$ cat src/rtl/instr_prefetch_buffer.sv
// instr_prefetch_buffer: sequential instruction prefetch FIFO between core fetch port and memory.
// Ports: clk_i/rst_i (async active-high) clock/reset; flush_i drops buffered and in-flight data;
// req_i/addr_i/gnt_o/rvalid_o/rdata_o core-side fetch port; mem_req_o/mem_addr_o/mem_gnt_i/
// mem_rvalid_i/mem_rdata_i memory-side port; hit_cnt_o/miss_cnt_o statistics, live only when
// INSTR_PREFETCH_STATS_EN is defined, otherwise tied to zero.
module instr_prefetch_buffer #(
  parameter int DEPTH      = 4,
  parameter int ADDR_WIDTH = 32,
  parameter int DATA_WIDTH = 32
) (
  input  logic                  clk_i,
  input  logic                  rst_i,
  input  logic                  flush_i,
  input  logic                  req_i,
  input  logic [ADDR_WIDTH-1:0] addr_i,
  output logic                  gnt_o,
  output logic                  rvalid_o,
  output logic [DATA_WIDTH-1:0] rdata_o,
  output logic                  mem_req_o,
  output logic [ADDR_WIDTH-1:0] mem_addr_o,
  input  logic                  mem_gnt_i,
  input  logic                  mem_rvalid_i,
  input  logic [DATA_WIDTH-1:0] mem_rdata_i,
  output logic [31:0]           hit_cnt_o,
  output logic [31:0]           miss_cnt_o
);
  localparam int PW = $clog2(DEPTH);
  localparam int CW = PW + 1;
  localparam int SW = 16;
  logic                  active_q, active_d;
  logic [ADDR_WIDTH-1:0] head_addr_q, head_addr_d;
  logic [ADDR_WIDTH-1:0] fetch_addr_q, fetch_addr_d;
  logic [ADDR_WIDTH-1:0] pend_addr_q, pend_addr_d;
  logic [CW-1:0]         occ_q, occ_d, outst_q, outst_d;
  logic [SW-1:0]         stale_q, stale_d;
  logic                  pend_q, pend_d, pend_stale_q, pend_stale_d;
  logic [PW-1:0]         rd_ptr_q, rd_ptr_d, wr_ptr_q, wr_ptr_d;
  logic                  rvalid_q;
  logic [DATA_WIDTH-1:0] rdata_q;
  logic [DATA_WIDTH-1:0] fifo_q [DEPTH];
  logic match, hit, miss, kill, pop, push, room, hs, gnt_stale, gnt_live, resp_stale, resp_live;
  logic [ADDR_WIDTH-1:0] new_addr;
  logic                  unused_addr_lsb;
  assign unused_addr_lsb = ^addr_i[1:0];
  always_comb begin
    match      = head_addr_q[ADDR_WIDTH-1:2] == addr_i[ADDR_WIDTH-1:2];
    hit        = req_i && active_q && match && occ_q != '0;
    // An empty-buffer match while active is a wait: the head word is either in flight or is
    // exactly the next address to be requested, so the stream must not be restarted.
    miss       = req_i && !(active_q && match);
    kill       = miss || flush_i;
    pop        = hit && !flush_i;
    new_addr   = {addr_i[ADDR_WIDTH-1:2], 2'b00};
    room       = ({1'b0, occ_q} + {1'b0, outst_q}) < (CW+1)'(DEPTH);
    // A raised but ungranted request is held unchanged even across a miss or flush.
    mem_req_o  = pend_q || (active_q && room && !kill);
    mem_addr_o = pend_q ? pend_addr_q : fetch_addr_q;
    hs         = mem_req_o && mem_gnt_i;
    gnt_stale  = hs && (pend_stale_q || kill);
    gnt_live   = hs && !gnt_stale;
    resp_stale = mem_rvalid_i && stale_q != '0;
    resp_live  = mem_rvalid_i && !resp_stale && outst_q != '0;
    push       = resp_live && !kill;
    active_d     = flush_i ? 1'b0 : (miss ? 1'b1 : active_q);
    head_addr_d  = kill ? new_addr : (pop ? head_addr_q + ADDR_WIDTH'(4) : head_addr_q);
    fetch_addr_d = kill ? new_addr : (gnt_live ? fetch_addr_q + ADDR_WIDTH'(4) : fetch_addr_q);
    occ_d        = kill ? '0 : occ_q + CW'(push) - CW'(pop);
    outst_d      = kill ? '0 : outst_q + CW'(gnt_live) - CW'(resp_live);
    stale_d      = stale_q - SW'(resp_stale) + SW'(gnt_stale) + (kill ? SW'(outst_q) - SW'(resp_live) : '0);
    pend_d       = mem_req_o && !mem_gnt_i;
    pend_stale_d = pend_d && (pend_stale_q || kill);
    pend_addr_d  = mem_addr_o;
    wr_ptr_d     = push ? wr_ptr_q + 1'b1 : wr_ptr_q;
    rd_ptr_d     = kill ? wr_ptr_q : (pop ? rd_ptr_q + 1'b1 : rd_ptr_q);
  end
  assign gnt_o    = pop;
  assign rvalid_o = rvalid_q;
  assign rdata_o  = rdata_q;
  always_ff @(posedge clk_i or posedge rst_i) begin
    if (rst_i) begin
      active_q     <= 1'b0;
      head_addr_q  <= '0;
      fetch_addr_q <= '0;
      pend_addr_q  <= '0;
      occ_q        <= '0;
      outst_q      <= '0;
      stale_q      <= '0;
      pend_q       <= 1'b0;
      pend_stale_q <= 1'b0;
      rd_ptr_q     <= '0;
      wr_ptr_q     <= '0;
      rvalid_q     <= 1'b0;
      rdata_q      <= '0;
    end else begin
      active_q     <= active_d;
      head_addr_q  <= head_addr_d;
      fetch_addr_q <= fetch_addr_d;
      pend_addr_q  <= pend_addr_d;
      occ_q        <= occ_d;
      outst_q      <= outst_d;
      stale_q      <= stale_d;
      pend_q       <= pend_d;
      pend_stale_q <= pend_stale_d;
      rd_ptr_q     <= rd_ptr_d;
      wr_ptr_q     <= wr_ptr_d;
      rvalid_q     <= pop;
      if (pop) rdata_q <= fifo_q[rd_ptr_q];
    end
  end
  always_ff @(posedge clk_i) begin
    if (push) fifo_q[wr_ptr_q] <= mem_rdata_i;
  end
`ifdef INSTR_PREFETCH_STATS_EN
  logic [31:0] hit_cnt_q, miss_cnt_q;
  always_ff @(posedge clk_i or posedge rst_i) begin
    if (rst_i) begin
      hit_cnt_q  <= '0;
      miss_cnt_q <= '0;
    end else if (flush_i) begin
      hit_cnt_q  <= '0;
      miss_cnt_q <= '0;
    end else begin
      if (pop && !(&hit_cnt_q)) hit_cnt_q <= hit_cnt_q + 32'd1;
      if (miss && !(&miss_cnt_q)) miss_cnt_q <= miss_cnt_q + 32'd1;
    end
  end
  assign hit_cnt_o  = hit_cnt_q;
  assign miss_cnt_o = miss_cnt_q;
`else
  assign hit_cnt_o  = '0;
  assign miss_cnt_o = '0;
`endif
endmodule

$ cat config.mk
export PLATFORM = sky130hd
export DESIGN_NAME = instr_prefetch_buffer
export DESIGN_NICKNAME = d
export VERILOG_FILES = /design/src/rtl/instr_prefetch_buffer.sv
export SDC_FILE = /design/constraint.sdc
export NUM_CORES = 1
export LEC_CHECK = 0
export ABC_AREA = 1
export CORE_UTILIZATION = 69
export CTS_CLUSTER_SIZE = 25
export DETAILED_ROUTE_END_ITERATION = 8
export DONT_BUFFER_PORTS = 1
export PLACE_DENSITY = 0.85
export SYNTH_ARGS = -nofsm -noshare
export SYNTH_HDL_FRONTEND = slang
export SYNTH_SLANG_ARGS = --single-unit
export TNS_END_PERCENT = 20
$ cat constraint.sdc
create_clock -name clk_i -period 8.1 [get_ports clk_i]
set_clock_uncertainty 0.05 [all_clocks]
set_input_delay 0.81 -clock clk_i [delete_from_list [all_inputs] [get_ports clk_i]]
set_output_delay 0.81 -clock clk_i [all_outputs]
set_load 0.05 [all_outputs]
==> reports/results.ini <==
[layout]
final_cells=1886
areaGrowthSynthToFinish_pct=7.01
drive_above_1_share=0.0557
fin_nets=1711
diodes=0
final_area_um2=15500
final_core_util=0.760

[setup_path]
path_class=reg -> reg
worstPathRequired_ps=8490
cp-end-kind=flop
startpoint=head_addr_q[4]
worstRegToRegCells=25
r2r-start=head_addr_q[4]
crit_end=stale_q[12]
crit_arrival_ps=5250
startpoint_type=flop
cp.depth=25
cp_slowest_cell=dfrtp_1
path_buf_inv=2
r2r_slack_ps=3240
crit_family=simple AND/OR/NAND/NOR gates
crit_top_cell=nand2_1
r2r_end=stale_q[12]
critPathMaxStageDelay_ps=460
crit_fanout=6

[synth]
seq_area_frac_synth=0.530
synth_area_leaders=dfrtp_1 27%, edfxtp_1 26%, nand2_1 9.9%
yosysTopAreaCellShare=0.265
synthArstFlopShare=0.546
synth-edff-count=128
synth_commonest_cells=381 x nand2_1, 189 x inv_1, 154 x dfrtp_1, 135 x nor2_1, 128 x edfxtp_1
ys.flop_type=dfrtp_1
synth-seq-cells=282
syn_inst=1595
syn_area_um2=14500
yosys.area.top_type=dfrtp_1
ys_types=46
synth.avg_cell_area_um2=9.10
yosys_warnings=0
synth_most_common_cell=nand2_1

[pwr]
p_total_mw=3.99
power.leakage_nw=7.43
ir_worst_vdd_mv=0.245
p_per_area_nw_per_um2=257

[timing]
finalMaxSlewViolations=0
finalHoldWorstSlack_ps=254
tightest_slew_ps=1100
finalHoldViolCount=0
finalWorstSetupSlack_ps=3240
layout_min_cycle_time_ps=4860
rsz0062_at_grt=no
max_freq_mhz=206
setup_viol=0
finalCritPeriodShare=0.600
relSlewSlack=0.269
fin_setup_tns_ps=0

[drt]
vias_per_cell=5.60
vias=10600
drcViolationCount=0
initialDrtViolationCount=850
ant_nets=0
wl_um=32400
firstDrtPassIters=5
avgRoutedWirePerCell_um=17.2

[floorplan]
die-area_um2=21600
coreArea_um2=20400
rows=52
die_height_um=147
io_pins=201
start_util=0.711
die_w_um=147

[clock_tree]
clk_pin_slew_ps=70
cts_buffer_depth=3
cts_resized=0
cts-root-buf=clkbuf_16
post_cts_buffers=0
numCtsBuffers=29
cts_tree=built
cts.sinks=282
htree_levels=1
holdBufCountCts=0
insertion_delay_ps=570

[global_routing]
grt.total_usage=0.301
grt_antenna_before_repair=0
grt_pass1_vias=10400
grt_pass1_wl_um=51100
grt_overflow=0
grt_max_degree=98

[place]
place.gp.congestion=0.960
dp_hpwl_um=21500
placed_area_um2=14500
numPortBuffers=0
dp_cells=1832
pre_cts_slack_ps=3000

[hold_path]
hold_class=in -> async

[outcome]
status=complete, no violations

[run]
max-cap-violations=0

-- worst min-delay path by stage --
stage,start,end,slack (ps)
after floorplan,fetch_addr_q[31],fetch_addr_q[31],430
after global placement,fetch_addr_q[31],fetch_addr_q[31],440
after detailed placement,fetch_addr_q[31],fetch_addr_q[31],450
after CTS,mem_gnt_i,pend_q,250
after global routing,mem_gnt_i,pend_q,240
final,rst_i,stale_q[11],250
-- layout make-up --
type                            count  area (um2)
Clock buffer                       38         800
Multi-Input combinational cell   1071        5640
Inverter                          198         748
Timing Repair Buffer               11        82.6
Tap cell                          270         338
Fill cell                        1401        4890
Sequential cell                   282        7700
Clock inverter                     16         230
-- flip-flops by register name, indices dropped and copies added (netlist names) --
signal        flops
active_q          1
fetch_addr_q     30
fifo_q          128
head_addr_q      30
occ_q             3
outst_q           3
pend_addr_q      32
pend_q            1
pend_stale_q      1
rd_ptr_q          2
rdata_o          32
rvalid_o          1
stale_q          16
wr_ptr_q          2
-- logic make-up after synthesis --
logic type / after synthesis / share of synthesized area
xor+xnor: 70 / 0.0422
simple gates: 645 / 0.182
flops: 282 / 0.530
fa+ha+maj: 48 / 0.0434
mux: 32 / 0.0221
compound gates: 200 / 0.0777
buf+inv: 316 / 0.102
other cells: 2 / 0.000517
-- cell usage in the layout, fill, tap and decap left out, types with 9 or more instances in the layout --
cell type and count:
nand2_1 381, inv_1 188, dfrtp_1 153, nor2_1 131, edfxtp_1 128, o21ai_0 91
conb_1 76, nand3_1 64, xor2_1 53, ha_1 44, o22ai_1 32, mux2i_1 32
nor3_1 29, clkbuf_16 29, o21ai_1 27, a21oi_1 22, xnor2_1 17, buf_4 11
nand4_1 10, nor2_2 9
-- power breakdown --
group / switching (mW) / internal [mW]
combinational: 0.610 / 0.281
clock: 0.563 / 0.858
sequential: 0.0694 / 1.60
total: 1.24 / 2.74
-- layer usage --
layer | track usage | wire length (um) | up-vias
li1 | - | - | 5054
met1 | 0.379 | 12800 | 4978
met2 | 0.496 | 15600 | 445
met3 | 0.0680 | 2910 | 89
met4 | 0.141 | 1180 | 0
met5 | 0 | 0 | -
(Power assumes the default switching activity.)
